File: config.mk
export PLATFORM = sky130hd
export DESIGN_NAME = key_event_classifier
export DESIGN_NICKNAME = d
export VERILOG_FILES = /design/src/rtl/key_event_classifier.sv
export SDC_FILE = /design/constraint.sdc
export NUM_CORES = 1
export LEC_CHECK = 0
export CORE_MARGIN = 1
export CORE_UTILIZATION = 49
export DETAILED_ROUTE_END_ITERATION = 8
export PLACE_DENSITY = 0.72
export SYNTH_ARGS = -nofsm -noshare
export SYNTH_HDL_FRONTEND = slang
export SYNTH_SLANG_ARGS = --single-unit
File: constraint.sdc
create_clock -name clk -period 1.9 [get_ports clk]
set_input_delay 0.57 -clock clk [delete_from_list [all_inputs] [get_ports clk]]
set_output_delay 0.57 -clock clk [all_outputs]
set_load 0.03 [all_outputs]
File: src/rtl/key_event_classifier.sv
// Classifies a debounced key level into short, double, long and auto-repeat events.
// All timing comes from a millisecond prescaler that restarts on every state change.
module key_event_classifier #(
  parameter int unsigned CLK_PER_MS = 1000,
  parameter int unsigned LONG_MS    = 1000,
  parameter int unsigned DBL_GAP_MS = 250,
  parameter int unsigned REPEAT_MS  = 200
) (
  input  logic clk,
  input  logic rst,
  input  logic key,
  output logic short_pulse,
  output logic double_pulse,
  output logic long_pulse,
  output logic repeat_pulse,
  output logic busy
);

  localparam int unsigned MAX_A  = (LONG_MS > DBL_GAP_MS) ? LONG_MS : DBL_GAP_MS;
  localparam int unsigned MAX_MS = (MAX_A > REPEAT_MS) ? MAX_A : REPEAT_MS;
  localparam int unsigned PRE_W  = (CLK_PER_MS > 1) ? $clog2(CLK_PER_MS) : 1;
  localparam int unsigned MS_W   = $clog2(MAX_MS + 1);

  typedef enum logic [2:0] {
    S_IDLE,
    S_PRESS1,
    S_GAP,
    S_PRESS2,
    S_LONG_HOLD
  } state_e;

  state_e            state_q;
  logic [PRE_W-1:0]  pre_q;
  logic [MS_W-1:0]   ms_q;
  logic              short_q;
  logic              double_q;
  logic              long_q;
  logic              repeat_q;
  logic              busy_q;

  logic              pre_wrap_c;
  logic              long_hit_c;
  logic              gap_hit_c;
  logic              rep_hit_c;
  logic [PRE_W-1:0]  pre_inc_c;
  logic [MS_W-1:0]   ms_inc_c;

  // Timeout fires on the last cycle of the interval, i.e. E = N*CLK_PER_MS-1.
  assign pre_wrap_c = (pre_q == PRE_W'(CLK_PER_MS - 1));
  assign long_hit_c = pre_wrap_c && (ms_q == MS_W'(LONG_MS - 1));
  assign gap_hit_c  = pre_wrap_c && (ms_q == MS_W'(DBL_GAP_MS - 1));
  assign rep_hit_c  = pre_wrap_c && (ms_q == MS_W'(REPEAT_MS - 1));
  assign pre_inc_c  = pre_wrap_c ? '0 : pre_q + PRE_W'(1);
  assign ms_inc_c   = pre_wrap_c ? ms_q + MS_W'(1) : ms_q;

  // Counters default to clear (every transition restarts them); states that time something count.
  always_ff @(posedge clk) begin
    if (rst) begin
      state_q  <= S_IDLE;
      pre_q    <= '0;
      ms_q     <= '0;
      short_q  <= 1'b0;
      double_q <= 1'b0;
      long_q   <= 1'b0;
      repeat_q <= 1'b0;
      busy_q   <= 1'b0;
    end else begin
      pre_q    <= '0;
      ms_q     <= '0;
      short_q  <= 1'b0;
      double_q <= 1'b0;
      long_q   <= 1'b0;
      repeat_q <= 1'b0;
      case (state_q)
        S_IDLE: begin
          if (key) begin
            state_q <= S_PRESS1;
            busy_q  <= 1'b1;
          end
        end
        S_PRESS1: begin
          if (!key) begin
            state_q <= S_GAP;
          end else if (long_hit_c) begin
            state_q <= S_LONG_HOLD;
            long_q  <= 1'b1;
          end else begin
            pre_q <= pre_inc_c;
            ms_q  <= ms_inc_c;
          end
        end
        S_GAP: begin
          if (key) begin
            state_q <= S_PRESS2;
          end else if (gap_hit_c) begin
            state_q <= S_IDLE;
            short_q <= 1'b1;
            busy_q  <= 1'b0;
          end else begin
            pre_q <= pre_inc_c;
            ms_q  <= ms_inc_c;
          end
        end
        S_PRESS2: begin
          if (!key) begin
            state_q  <= S_IDLE;
            double_q <= 1'b1;
            busy_q   <= 1'b0;
          end
        end
        S_LONG_HOLD: begin
          if (!key) begin
            state_q <= S_IDLE;
            busy_q  <= 1'b0;
          end else if (rep_hit_c) begin
            repeat_q <= 1'b1;
          end else begin
            pre_q <= pre_inc_c;
            ms_q  <= ms_inc_c;
          end
        end
        default: begin
          state_q <= S_IDLE;
          busy_q  <= 1'b0;
        end
      endcase
    end
  end

  assign short_pulse  = short_q;
  assign double_pulse = double_q;
  assign long_pulse   = long_q;
  assign repeat_pulse = repeat_q;
  assign busy         = busy_q;

endmodule

==> After elaboration in Yosys (flattened, before gate mapping) <==
Cells that the tools add are included.
{ "totals": {"ff_bits": 28, "latchBits": 0, "ramBits": 0, "rom_bits": 0, "input_bits": 3, "out_inout_bits": 5, "elab_cells": 72, "n_memories": 0} }
{ "op_classes": {"n_addsub": 2, "mul": 0, "div_mod_pow": 0, "magnitude_cmp": 0, "eq_ne": 14, "shifts": 0, "mux": 32, "bitwise_logic": 5, "reduce_logical": 11} }
{ "ops": {"columns": ["op", "count"], "rows": [
  ["10-bit 2-to-1 mux", 14],
  ["10-bit one-hot mux with 3 select lines", 2],
  ["10-bit by 1-bit adder with 10-bit output, second input constant", 2],
  ["10-bit == test, second input constant", 2],
  ["10-bit by 8-bit == test with 1-bit output, second input constant", 2],
  ["3-bit 2-to-1 mux", 6],
  ["3-bit one-hot mux with 4 select lines", 1],
  ["3-bit OR reduction", 3],
  ["1-bit 2-to-1 mux", 8],
  ["2-bit inequality test, second input constant", 4],
  ["3-bit by 2-bit == test with 1-bit output, second input constant", 2],
  ["3-bit inequality test, second input constant", 2],
  ["1-bit NOT", 5],
  ["5-bit AND reduction", 1],
  ["1-bit one-hot mux with 4 select lines", 1],
  ["4-bit AND reduction", 1],
  ["2-bit OR reduction", 2],
  ["3-bit by 1-bit == test with 1-bit output, second input constant", 1],
  ["3-bit == test, second input constant", 1],
  ["1-bit logical AND", 3],
  ["3-bit zero test", 1]
]} }

==> Depth between registers and ports, before layout <==
Gate-level depths: netlist of the first run.
{ "depth": {"word_depth": 5, "ltp_mapped": 6, "depth_no_buf": 6} }

==> Worst setup path before layout of the first run <==
No wires, ideal clock.
{ "synth_timing": {"path_type": "input-to-reg", "from": "input key", "to": "register ms_q[1]", "setup_time_ps": 79, "t_arrival_ps": 1635, "required_time_ps": 1821, "slack_ps": 187, "path_stages": 5, "path_buffers": 1, "cell_sequence": "buf_2 > or3b_2 > nor2_1 > o21ai_2 > a32oi_1"} }
{ "synth_via": {"elab_chain_cells": 2, "word_cells_on_any_way": 4, "classes_between": "4 x mux"} }
{ "synth_lines": {"columns": ["item", "line_no", "text"], "rows": [
  ["from (decl)", "11", "input logic key,"],
  ["10-bit 2-to-1 mux (on tied branches)", "112, 82, 93", null],
  ["10-bit one-hot mux with 3 select lines (*)", "74", "case (state_q)"],
  ["to (signal assigned)", "89", "ms_q <= ms_inc_c;"],
  ["to (signal assigned)", "101", "ms_q <= ms_inc_c;"],
  ["to (signal assigned)", "119", "ms_q <= ms_inc_c;"],
  ["to (decl)", "34", "logic [MS_W-1:0] ms_q;"]
]} }
Mark *: on every way between the ends. The rest lies on a longest branch, timed or not.
A chain may end at the register's enable or synchronous reset.

==> Worst setup path in the final report of the first run <==
{ "layout_timing": {"from": "input key", "to": "register ms_q[9]"} }
Same word-level chain as after synthesis.

==> results of run 1 <==
==> layer usage <==
metal  GRT usage  routed length (um)  up-vias
met5           0                   0        -
met4       0.100                  53        0
met3      0.0328                  51        6
met2       0.349                1350       13
met1       0.261                1300      556
li1            -                   -      612
==> worst max-delay path by stage <==
stage                        from      end  slack, ps  cells past startpoint
after detailed placement      key  ms_q[9]       -380                      5
after global placement        key  ms_q[4]       -300                      5
after CTS                     key  ms_q[5]          2                      5
final                         key  ms_q[9]         70                      5
after floorplan               key  ms_q[1]        190                      5
after global routing      ms_q[0]  ms_q[5]         20                      5
==> registers in the layout (all words and copies together) (netlist names) <==
signal / cells
double_pulse: 1
pre_q: 10
repeat_pulse: 1
ms_q: 10
busy: 1
short_pulse: 1
state_q: 3
long_pulse: 1
==> where the power goes <==
part           switching, mW  internal (mW)  total [mW]
registers            0.00644          0.594       0.600
clock network          0.159         0.0744       0.234
logic                 0.0384         0.0301      0.0685
==> logic make-up after synthesis <==
logic type,Yosys count,synth area share
buffers and inverters,9,0.0263
flip-flops,28,0.406
XOR/XNOR,11,0.0698
AO/OA/AOI/OAI,30,0.163
AND/OR/NAND/NOR,73,0.300
adder cells (fa/ha/maj),4,0.0345
==> cell usage after synthesis, drive strengths merged (2+ instances only) <==
master,n,area (um2)
dfxtp,28,561
nor2,18,67.6
nand2,11,41.3
a32oi,7,61.3
inv,7,26.3
nand3,7,47.6
xnor2,7,61.3
o21ai,6,37.5
or3,6,37.5
a31oi,4,25.0
nand4,4,25.0
nor3,4,20.0
o211ai,4,40.0
xor2,4,35.0
a21oi,3,15.0
and2,3,18.8
ha,3,37.5
o31ai,3,22.5
or4,3,22.5
and3,2,12.5
buf,2,10.0
nand2b,2,12.5
nor2b,2,12.5
nor4,2,12.5
or3b,2,17.5
==> stage by stage <==
step	cell area (um2)	std cells	setup WS [ps]
after floorplan	1380	155	187
after global placement	1540	198	-298
after detailed placement	1540	198	-376
after CTS	1580	201	1.52
after global routing	1630	203	16.6
final	1630	203	73.7
==> final cells by class <==
type | instances | area share
Clock buffer | 3 | 0.0138
Sequential cell | 28 | 0.344
Tap cell | 30 | 0.0230
Inverter | 7 | 0.0161
Timing Repair Buffer | 17 | 0.0922
Multi-Input combinational cell | 118 | 0.511
==> timing repair <==
action | 4_1_cts | 5_1_grt
endpoints found under the hold margin | 0 | 0
buffers inserted | 0 | 2
endpoints found under the setup margin | 9 | 22
gates resized for setup | 6 | 8
pin swaps | 0 | 2
==> results.cfg, run 1 <==
[critical_path]
critPathSlowestCell = clkdlybuf4s50_1
crit_family = simple AND/OR/NAND/NOR gates
cp_slowest_stage_delay_ps = 550
rrSetupSlack_ps = 110
start_kind = input pin
reg2reg_depth = 5
cp_max_fo = 10
end_kind = flop
crit_chain = clkdlybuf4s50_1, or3b_4, nor2_2, o21ai_4, a32oi_1
reg2reg_to = ms_q[8]
crit_buf_inv = 1
arrival_ps = 2080
required_ps = 2150
crit_type = in2reg
critical_path.reg2reg.startpoint = pre_q[0]

[global_routing]
grt_use_total = 0.209
grt_pass1_wl_um = 4510
grt_max_degree = 15
grt_pass1_vias = 1069
grt_overflow = 0
antenna_found_initial = 0

[cts]
numCtsBuffers = 3
clk_latency_ps = 320
cts_max_level = 1
clockBufferDepth = 2
hold_buffers = 0
clock_sinks = 28
cts-root-buf = clkbuf_4
cts_tree = built
clkTransAtPathRegs_ps = 130

[logic_synthesis]
synthFlopType = dfxtp_1
yosysUniqueCellTypes = 39
synth_nets = 161
synth-edff-count = 0
ys_warn_count = 0
ys_ff_latch = 28
synthesis.area_um2 = 1380
async_reset_ff_frac = 0
synthCells = 155
synth_area_per_cell_um2 = 8.90
seq_area_frac_synth = 0.406

[timing]
slew_viol_final = 0
fmax_mhz = 548
fin_tns_setup_ps = 0
min_period_ps = 1830
fin_worst_skew_ps = 2.05
setup_viol_count_final = 0
min_period_over_period = 0.961
hold_violations = 0
rsz0062_at_grt = false
worstMarginPinSlew_ps = 415
hold_slack_ps = 487
slew_headroom = 0.722

[cells_and_area]
fill_cells = 228
num_antenna_cells = 0
regArea_um2 = 561
drive_above_1_share = 0.145
multiInputGateArea_um2 = 832
final_cell_mix = dfxtp_1, nor2_1, nand2_1
area_growth_pct = 18.0
nets = 181
final_common_cell = dfxtp_1
utilization = 0.635

[routing]
vias = 1187
dr.pass1.iters = 4
routedWlPerCell_um = 13.6
wirelength_um = 2760
drc = 0
drtIter0Drc = 24
antenna_left = 0
viasPerCell = 5.85

[placement]
hpwl_um = 2030
port_buffers = 7
gp_congestion = 0.828

[power]
leakage_nw = 0.573
totalPowerFinal_mw = 0.902
vdd_ir_drop_max_mv = 0.371
p_per_area_nw_per_um2 = 554

[hold_path]
hp-class = reg2reg
hold_depth = 1
hold-path-endpoint = pre_q[0]
min-delay-start = pre_q[0]

[die]
io-pin-count = 8
die_y_um = 55.1
chipWidth_um = 55.1
start_util = 0.538
fp.coreArea_um2 = 2570
dieArea_um2 = 3030
num_rows = 18

[outcome]
outcome = finished, final reports clean

[job]
maxCapViolCount = 0
(Power assumes the default switching activity.)
==> run 2: changes to the inputs <==
--- a/config.mk
+++ b/config.mk
@@ -8,7 +8,7 @@
 export CORE_MARGIN = 1
 export CORE_UTILIZATION = 49
 export DETAILED_ROUTE_END_ITERATION = 8
-export PLACE_DENSITY = 0.72
+export PLACE_DENSITY = 0.69
 export SYNTH_ARGS = -nofsm -noshare
 export SYNTH_HDL_FRONTEND = slang
 export SYNTH_SLANG_ARGS = --single-unit
==> run 2 against run 1 <==
Power up 5.9%. Design area grew 0.54%. Sequential share of layout area decreased by 0.18 points. Clock power increased by 23%. Worst hold slack gained 4.5 ps. Sequential power hardly changed. Sequential cell count stayed put. Critical path type is now reg2reg.
==> results.cfg, run 2 (synthesis results as in run 1) <==
[global_routing]
antenna_found_initial = 0
grt_pass1_vias = 1067
grt_max_degree = 16
grt_use_total = 0.211
grt_pass1_wl_um = 4540
grt_overflow = 0

[critical_path]
cp_max_fo = 12
arrival_ps = 2080
start_kind = flop
required_ps = 2160
crit_type = reg2reg
end_kind = flop

[cells_and_area]
area_growth_pct = 18.7
drive_above_1_share = 0.149
fill_cells = 225
num_antenna_cells = 0
top_regs = ms_q x10, pre_q x10, state_q x3
final_cell_mix = dfxtp_1, nor2_1, nand2_1
fin_cells = 204
nets = 181
final_common_cell = dfxtp_1

[die]
start_util = 0.538
dieArea_um2 = 3030
io-pin-count = 8
fp.coreArea_um2 = 2570
chipWidth_um = 55.1
die_y_um = 55.1
num_rows = 18

[power]
vdd_ir_drop_max_mv = 0.478
leakage_nw = 0.555
p_per_area_nw_per_um2 = 583

[routing]
viasPerCell = 5.91
routedWlPerCell_um = 13.5
antenna_left = 0
dr.pass1.iters = 4
drtIter0Drc = 12
drc = 0
vias = 1206
wirelength_um = 2750

[cts]
cts_tree = built
cts_max_level = 1
cts-root-buf = clkbuf_4
clockBufferDepth = 2
clock_sinks = 28
numCtsBuffers = 3
clk_latency_ps = 330
clkTransAtPathRegs_ps = 140
hold_buffers = 0

[timing]
fin_worst_skew_ps = 1.80
min_period_ps = 1820
setup_viol_count_final = 0
slew_viol_final = 0
min_period_over_period = 0.956
hold_slack_ps = 491
hold_violations = 0
slew_headroom = 0.711
fmax_mhz = 551
worstMarginPinSlew_ps = 433

[placement]
hpwl_um = 1980
dp_cells = 198
gp_congestion = 0.790
port_buffers = 7

[hold_path]
hp-class = reg2reg

[job]
maxCapViolCount = 0

[outcome]
outcome = finished, final reports clean
-- run 2: where the power goes --
| group | internal (mW) | switching [mW] |
|---|---|---|
| Combinational | 0.0297 | 0.0355 |
| Clock | 0.117 | 0.171 |
| Sequential | 0.594 | 0.00815 |
-- run 2: final cells by class --
class,instances,area (um2),area share
multi-input combinational,118,835,0.510
sequential,28,561,0.342
timing repair buffer,17,143,0.0871
tap,30,37.5,0.0229
clock buffer,4,36.3,0.0222
inverter,7,26.3,0.0160
-- run 2: worst max-delay path: stages, from the launching register on --
cell	delay (ps)
dfxtp_1	410
ha_1	200
and4bb_4	280
nand3_4	190
or4_1	510
a32oi_1	170
-- run 2: layer usage --
metal | wire length, um | share of wire | track usage | up-vias
met5 | 0 | 0 | 0 | -
met4 | 51 | 0.019 | 0.0917 | 0
met3 | 57 | 0.021 | 0.0355 | 5
met2 | 1310 | 0.48 | 0.363 | 18
met1 | 1330 | 0.48 | 0.255 | 575
li1 | - | - | - | 608
-- run 2: timing repair --
action,CTS,global route
setup buffers,0,2
pin swaps,0,1
setup endpoints to repair,4,16
gates resized for setup,4,10
-- run 2: worst paths after layout --
kind / startpoint / end / slack [ps] / cells past startpoint
setup / recovery: pre_q[0] / ms_q[4] / 80 / 5
hold / removal: ms_q[1] / ms_q[1] / 490 / 2
hold reg to reg: ms_q[1] / ms_q[1] / 490 / 2
setup reg to reg: pre_q[0] / ms_q[4] / 80 / 5
-- run 2: stage by stage --
stage	setup slack [ps]	setup TNS, ps	util	area [um2]	power [mW]
3_3_place_gp	-272	-4750	0.599	1540	0.674
6_report	84.1	0	0.638	1640	0.955
3_5_place_dp	-328	-5680	0.599	1540	0.676
2_1_floorplan	187	0	-	1380	0.652
5_1_grt	-16.2	-43.1	0.638	1640	0.991
4_1_cts	3.73	0	0.611	1570	0.961
